`src/rtl/gmii_demux.sv`:
```
// gmii_demux: routes each received frame to one of NUM_OUTPUTS byte streams.
// The first byte of every frame selects the output port and is kept as byte 0.
// Each port owns a FIFO with a committed pointer, so a frame only becomes
// visible once its last byte is stored; overflowing frames are rolled back.
// Optional feature macro: GMII_DEMUX_DROP_COUNT_EN adds a saturating
// Drop_count output counting frames dropped for a bad index or overflow.
module gmii_demux #(
    parameter int NUM_OUTPUTS = 2,
    parameter int FIFO_DEPTH  = 64
) (
    input  logic                        Clk,
    input  logic                        Rst_n,
    input  logic [7:0]                  Input_data,
    input  logic                        Input_valid,
    input  logic                        Input_last,
    output logic [NUM_OUTPUTS-1:0][7:0] Output_data,
    output logic [NUM_OUTPUTS-1:0]      Output_valid,
    output logic [NUM_OUTPUTS-1:0]      Output_last,
    input  logic [NUM_OUTPUTS-1:0]      Output_ready
`ifdef GMII_DEMUX_DROP_COUNT_EN
    ,
    output logic [31:0]                 Drop_count
`endif
);

    localparam int AW = $clog2(FIFO_DEPTH);
    localparam int PW = AW + 1;
    localparam int IW = $clog2(NUM_OUTPUTS);
    localparam int NP = 1 << IW;

    typedef enum logic [1:0] {
        IDLE,
        WRITE,
        DROP
    } state_t;

    state_t state_q, state_d;
    logic [IW-1:0] tgt_q, tgt_d;

    logic [8:0]    mem_q [NUM_OUTPUTS][FIFO_DEPTH];
    logic [PW-1:0] wr_q  [NUM_OUTPUTS];
    logic [PW-1:0] cm_q  [NUM_OUTPUTS];
    logic [PW-1:0] rd_q  [NUM_OUTPUTS];

    logic [NUM_OUTPUTS-1:0] pop;
    logic [NUM_OUTPUTS-1:0] full;
    logic [NP-1:0]          full_pad;

    logic          in_range;
    logic [IW-1:0] idx;
    logic          we;
    logic          commit;
    logic          rollback;
    logic [IW-1:0] wport;

    assign in_range = (Input_data < 8'(NUM_OUTPUTS));
    assign idx      = Input_data[IW-1:0];

    // Read side: committed data is presented directly from the read pointer;
    // a pop this cycle already counts as free space for this cycle's write.
    always_comb begin
        Output_valid = '0;
        Output_last  = '0;
        Output_data  = '0;
        pop          = '0;
        full         = '0;
        for (int unsigned i = 0; i < NUM_OUTPUTS; i++) begin
            Output_valid[i] = (rd_q[i] != cm_q[i]);
            {Output_last[i], Output_data[i]} = mem_q[i][rd_q[i][AW-1:0]];
            pop[i]  = Output_valid[i] & Output_ready[i];
            full[i] = ((wr_q[i] - rd_q[i]) == PW'(FIFO_DEPTH)) && !pop[i];
        end
    end

    // Widen the full vector so any decoded index selects a defined bit.
    always_comb begin
        full_pad = '0;
        for (int unsigned i = 0; i < NUM_OUTPUTS; i++) begin
            full_pad[i] = full[i];
        end
    end

    // Write FSM: decide per input byte whether to store, commit, roll back or discard.
    always_comb begin
        state_d  = state_q;
        tgt_d    = tgt_q;
        we       = 1'b0;
        commit   = 1'b0;
        rollback = 1'b0;
        wport    = tgt_q;
        if (Input_valid) begin
            unique case (state_q)
                IDLE: begin
                    if (in_range && !full_pad[idx]) begin
                        we    = 1'b1;
                        wport = idx;
                        if (Input_last) begin
                            commit = 1'b1;
                        end else begin
                            state_d = WRITE;
                            tgt_d   = idx;
                        end
                    end else if (!Input_last) begin
                        state_d = DROP;
                    end
                end
                WRITE: begin
                    if (full_pad[tgt_q]) begin
                        // Partial frame is abandoned by restoring the write pointer.
                        rollback = 1'b1;
                        state_d  = Input_last ? IDLE : DROP;
                    end else begin
                        we = 1'b1;
                        if (Input_last) begin
                            commit  = 1'b1;
                            state_d = IDLE;
                        end
                    end
                end
                DROP: begin
                    if (Input_last) begin
                        state_d = IDLE;
                    end
                end
                default: state_d = IDLE;
            endcase
        end
    end

    // FSM state and frame target register.
    always_ff @(posedge Clk or negedge Rst_n) begin
        if (!Rst_n) begin
            state_q <= IDLE;
            tgt_q   <= '0;
        end else begin
            state_q <= state_d;
            tgt_q   <= tgt_d;
        end
    end

    // Per-port write, committed and read pointers.
    always_ff @(posedge Clk or negedge Rst_n) begin
        if (!Rst_n) begin
            for (int unsigned i = 0; i < NUM_OUTPUTS; i++) begin
                wr_q[i] <= '0;
                cm_q[i] <= '0;
                rd_q[i] <= '0;
            end
        end else begin
            for (int unsigned i = 0; i < NUM_OUTPUTS; i++) begin
                if (pop[i]) begin
                    rd_q[i] <= rd_q[i] + PW'(1);
                end
                if (wport == IW'(i)) begin
                    if (rollback) begin
                        wr_q[i] <= cm_q[i];
                    end else if (we) begin
                        wr_q[i] <= wr_q[i] + PW'(1);
                        if (commit) begin
                            cm_q[i] <= wr_q[i] + PW'(1);
                        end
                    end
                end
            end
        end
    end

    // FIFO storage: byte plus end-of-frame flag.
    always_ff @(posedge Clk) begin
        for (int unsigned i = 0; i < NUM_OUTPUTS; i++) begin
            if (we && (wport == IW'(i))) begin
                mem_q[i][wr_q[i][AW-1:0]] <= {Input_last, Input_data};
            end
        end
    end

`ifdef GMII_DEMUX_DROP_COUNT_EN
    logic        drop_inc;
    logic [31:0] drop_cnt_q;

    assign drop_inc = Input_valid &&
                      (((state_q == IDLE) && !(in_range && !full_pad[idx])) ||
                       ((state_q == WRITE) && full_pad[tgt_q]));
    assign Drop_count = drop_cnt_q;

    // Saturating count of frames rejected for a bad index or overflow.
    always_ff @(posedge Clk or negedge Rst_n) begin
        if (!Rst_n) begin
            drop_cnt_q <= '0;
        end else if (drop_inc && (drop_cnt_q != '1)) begin
            drop_cnt_q <= drop_cnt_q + 32'd1;
        end
    end
`endif

endmodule

```
`config.mk`:
```
export PLATFORM = sky130hd
export DESIGN_NAME = gmii_demux
export DESIGN_NICKNAME = d
export VERILOG_FILES = /design/src/rtl/gmii_demux.sv
export SDC_FILE = /design/constraint.sdc
export NUM_CORES = 1
export LEC_CHECK = 0
export BUFFER_PORTS_ARGS = -buffer_cell sky130_fd_sc_hd__buf_2
export CAP_MARGIN = 5
export CELL_PAD_IN_SITES_DETAIL_PLACEMENT = 1
export CELL_PAD_IN_SITES_GLOBAL_PLACEMENT = 2
export CORE_ASPECT_RATIO = 0.75
export CORE_MARGIN = 4
export CORE_UTILIZATION = 35
export DETAILED_ROUTE_END_ITERATION = 10
export PLACE_DENSITY_LB_ADDON = 0.1
export SLEW_MARGIN = 40
export SYNTH_ARGS = -nofsm -noshare
export SYNTH_HDL_FRONTEND = slang
export SYNTH_SLANG_ARGS = --single-unit
```
`constraint.sdc`:
```
create_clock -name Clk -period 4.8 [get_ports Clk]
set_clock_uncertainty 0.2 [all_clocks]
set_input_delay 0 -clock Clk [delete_from_list [all_inputs] [get_ports Clk]]
set_output_delay 0 -clock Clk [all_outputs]
set_load 0.03 [all_outputs]
```
# == Yosys cells after proc, flatten, opt, wreduce, memory -nomap -nowiden ==
# Memories as Yosys holds them, arrays and structs flattened.
# Index checks and enable logic that the tools add are counted.
# classes
add_sub_neg,6
order_cmp,9
n_eq_ne,7
mux,47
bitwise_logic,9
n_reduce_logical,19
# op_table
operator,n
576-bit 2-to-1 mux,4
576-bit OR reduction,1
9-bit binary-select mux with 6-bit select,2
9-bit demux with 6-bit select,2
9-bit 2-to-1 mux,6
7-bit by 1-bit adder with 7-bit output (second input constant),4
7-bit >= comparator (second input constant),4
7-bit 2-to-1 mux,4
6-bit NOT with 7-bit output,4
1-bit 2-to-1 mux,20
7-bit == test (second input constant),2
7-bit by 1-bit less-than comparator with 1-bit output (second input constant),2
7-bit != test,2
7-bit subtractor,2
2-bit 2-to-1 mux,6
4-bit AND reduction,3
8-bit by 2-bit less-than comparator with 1-bit output (second input constant),1
1-bit logical AND,7
2-bit one-hot mux with 3 select lines,1
2-bit AND reduction,3
1-bit by 2-bit less-than comparator with 1-bit output (second input constant),2
1-bit one-hot mux with 2 select lines,2
1-bit logical NOT,3
1-bit NOT,3
6 further kinds,7
# totals
regBits,45
mem_bits_rw,1152
input_bits,14
elab_cells,106
memories,1
# mem_list
memory,depth,width,rd,rd_clocked_by_memory_dff,wr,line_no,rtl
mem_q,2,576,2,0,1,40,logic [8:0] mem_q [NUM_OUTPUTS][FIFO_DEPTH];

# == Depth between registers and ports, before layout ==
# depth
depth_word,16
ltp_mapped,12
ltp_nobuf,9

# == Worst setup path before layout ==
# No wires, ideal clock.
# synth_path
path_kind,register to register
start,register rd_q[9] (netlist name)
end,memory mem_q[0][100] (netlist name) (enable)
setup_ns,0.374
arrival_time_ns,3.602
slack_ns,0.623
path_stages_with_launch,13
path_buffers,3
path_cell_list,dfrtp_1 > inv_1 > buf_2 > clkbuf_1 > ha_1 > o21a_1 > o21a_1 > o211ai_1 > or3_4 > o211ai_1 > or3b_2 > buf_4 > nor2_1
# synth_between
elab_chain_cells,16
# synth_rtl
item,line_no,rtl
from (decl),43,logic [PW-1:0] rd_q [NUM_OUTPUTS];
"from (signal, indexed assignment)",152,rd_q[i] <= rd_q[i] + PW'(1);
"parallel branches: the longest is 3 deep, another holds 7-bit subtractor",--,
1-bit logical AND *,71,full[i] = ((wr_q[i] - rd_q[i]) == PW'(FIFO_DEPTH)) && !pop[i];
1-bit 2-to-1 mux (implied by the code) (2 in series),94,if (in_range && !full_pad[idx]) begin
1-bit logical NOT,94,
1-bit logical AND,94,
1-bit 2-to-1 mux,94,
1-bit one-hot mux with 2 select lines / 1-bit 2-to-1 mux (equally long branches),92,unique case (state_q)
1-bit 2-to-1 mux,91,if (Input_valid) begin
1-bit logical AND / 1-bit NOT (equally long branches),--,
1-bit 2-to-1 mux / 1-bit logical AND (equally long branches),171,if (we && (wport == IW'(i))) begin
576-bit 2-to-1 mux (implied by the code) / 1-bit 2-to-1 mux (equally long branches),"172, 171",
576-bit OR reduction (no source line) / 576-bit 2-to-1 mux (equally long branches),--,
1-bit 2-to-1 mux (no source line) / 576-bit 2-to-1 mux (equally long branches),--,
to (decl),40,
# Every way passes the cells marked *. The select of a mux whose other input is x is not followed.

==> run metrics <==
CTS Buf Count=121; DRC viols=0; worst min-delay path class=in2reg; area delta synth->final=15.3%; synthesized area=0.0476 sq mm; crit-path max FO=109; RSZ-0062 raised after global routing=no; fillcell total=12400; DP Worst Slack=0.377 ns; run status=completed; final setup vio count=0; crit path DAT=4.33 ns; fin crit share=94.4%; number of synthesized register bits=1197; reg2reg end=mem_q[0][128]; Most used DFF post-synth=edfxtp_1; synthesized area per cell=22.2 sq um; first-pass GRT wire length=188 mm; Worst EP required=4.60 ns; post-placement cell count=3976; placer congestion estimate=0.780; commonest cells after routing, fill and taps aside=edfxtp_1 (1152), mux4_2 (378), buf_4 (146); largest net degree at the start of global routing=129; commonest non-fill, non-tap cell in the layout=edfxtp_1; crit path kind=reg2out; clock latency on the worst-skew pair=0.74 ns; worst r2r src=wr_q[7]; Die W=434 um; Synthesized Nets=2169; Worst R2R Path Depth=9; DR vias/cell=5.43; violation count after the first detailed-route iteration=2200; Finished Cell Area=0.0549 sq mm; Mapped Cells=2139; initial antenna violation count=10; CTS Buffer Depth=3; WHS Endpoint=rd_q[0]; Final Hold Viols=0; DP Wirelength=83.1 mm; DP Area=0.0507 sq mm; H-tree Lvls=3; Seq/Total Area, Yosys=75.1%; port bufs=33; # clock sinks=1197; reg-to-reg slack, setup=0.40 ns; setup TNS=0 ns; via count=23000; hold path depth=5; EDFF count, synth=1152; GRT Overall Usage=18.8%; Startpoint Class=register; Core Box Area=0.134 sq mm; Slew Limit Fails=0; Slew @ Worst Pin=0.882 ns; relative slew slack=41.2%; setup ws final=0.268 ns; Post-DRT Antenna Nets=0; Die Y=327 um; Cell variety after synth=64; Highest Clock Rate=0.221 GHz; fraction of layout cells with a size suffix above 1=33.2%; Root Buffer=clkbuf_16; total power per unit cell area=546 mW/mm^2; full die area=0.142 sq mm; Yosys warnings=0; GRT overflow=0; max cap viols=0; Nets=2379; Worst-path clk slew=0.06 ns; Initial Util=35.4%; worst vdd ir=0.000306 V; post-synthesis async set-or-reset flop share=3.76%; P_leak=17.1 nW; final core occ=40.9%; Finished Layout Cells=4227; routed len/inst=31.2 um; Pre-antenna DRT Iters=5; Rows=116; vias in the first global route=24000; hold wc startpoint=Output_ready[1]; drt total wl=132 mm; minimum clock period=4.53 ns; Ports=34; critical path capture point type=output pin; CTS tree=yes
registers in the layout (all words and copies together), names as in the netlist:
name,flops
cm_q,14
rd_q,14
wr_q,14
mem_q,1152
tgt_q,1
state_q,2
how the worst max path moves through the flow:
stage | start | endpoint | slack (ns) | cells past startpoint
2_1_floorplan | rd_q[9] | mem_q[0][100] | 0.62 | 12
3_3_place_gp | wr_q[7] | mem_q[0][208] | 0.57 | 9
3_5_place_dp | wr_q[7] | mem_q[0][91] | 0.38 | 9
4_1_cts | rd_q[1] | Output_data[13] | 0.23 | 6
5_1_grt | rd_q[1] | Output_data[13] | 0.15 | 6
6_report | rd_q[1] | Output_data[15] | 0.27 | 6
where the power goes:
group	switching, mW	internal [mW]	leakage (nW)
combinational	5.05	3.91	4.35
sequential	0.135	11.5	10.9
clock	4.03	5.29	1.89
total	9.22	20.7	17.1
worst max-delay path, cell delays in order (launching register included):
cell	delay (ns)
dfrtp_4	0.44
buf_12	0.48
buf_4	0.65
mux4_2	0.44
mux4_2	0.59
mux4_2	0.53
buf_2	0.20
logic make-up after synthesis:
family | share of synthesized area (%)
xor gates and xnor gates | 0.663
muxes | 18.3
buffers and inverters | 1.37
AOI/OAI and AO/OA | 1.14
and+or+nand+nor | 2.99
DFF | 75.1
adders and majority gates | 0.421
routing by layer:
metal	global-route usage, %	vias to the layer above	routed length, um
met2	26.6	676	57000
met5	0	-	0
met1	29.3	12700	63900
met4	3.38	0	2040
met3	4.89	137	9100
li1	-	9458	-
Yosys cell counts, types with 4 or more instances:
master    count  area share, %
and2_1        7          0.092
o21a_1        6          0.095
nor3_1       14           0.15
nand4_1      13           0.17
ha_1         16           0.42
or3b_2        4          0.074
a32oi_1       5          0.092
nand3_1      21           0.22
xor2_1       15           0.28
buf_6         9           0.21
mux2_4        7           0.22
dfrtp_1      45            2.4
nor4_2        4           0.11
o22ai_1       7          0.092
nand2b_1      4          0.053
nand2_1      29           0.23
buf_4         9           0.14
a21o_1        4          0.063
nor2_1      144            1.1
mux4_2      378             18
nand3b_1      7           0.11
or2_2         5          0.066
nor4_1        5          0.066
buf_2        28           0.29
o211ai_1      7           0.11
inv_1        18           0.14
clkbuf_1     49           0.39
xnor2_1      21           0.39
a21oi_1       5          0.053
edfxtp_1   1152             73
mux2_2        9           0.21
nor2b_1      10           0.13
buf_1        21           0.17
o21ai_0      12           0.13
or3_1         8           0.11
area by class of cell:
| cell class | count | area (sq um) | share of cell area [%] |
|---|---|---|---|
| flip-flops and latches | 1197 | 35700 | 65.1 |
| multi-input cells | 805 | 11300 | 20.6 |
| clock buffers | 150 | 3190 | 5.81 |
| well taps | 1770 | 2210 | 4.04 |
| repair buffers | 204 | 1650 | 3.01 |
| clock inverters | 79 | 698 | 1.27 |
| inverters | 20 | 75.1 | 0.137 |
| diodes | 2 | 5.00 | 0.00912 |
stage by stage:
stage / hold slack (ns) / power, mW
finish: 0.113 / 29.9
global route: 0.0918 / 31.2
global placement: -0.00898 / 20.9
CTS: 0.0591 / 30.4
detailed placement: 0.00604 / 21.0
floorplan: -0.496 / 17.7
what timing repair did:
| item | CTS | global route |
|---|---|---|
| gates resized for setup | 0 | 0 |
| endpoints found under the hold margin | 670 | 0 |
| hold buffers | 19 | 0 |
| setup buffers | 0 | 0 |
(Power assumes the default switching activity.)
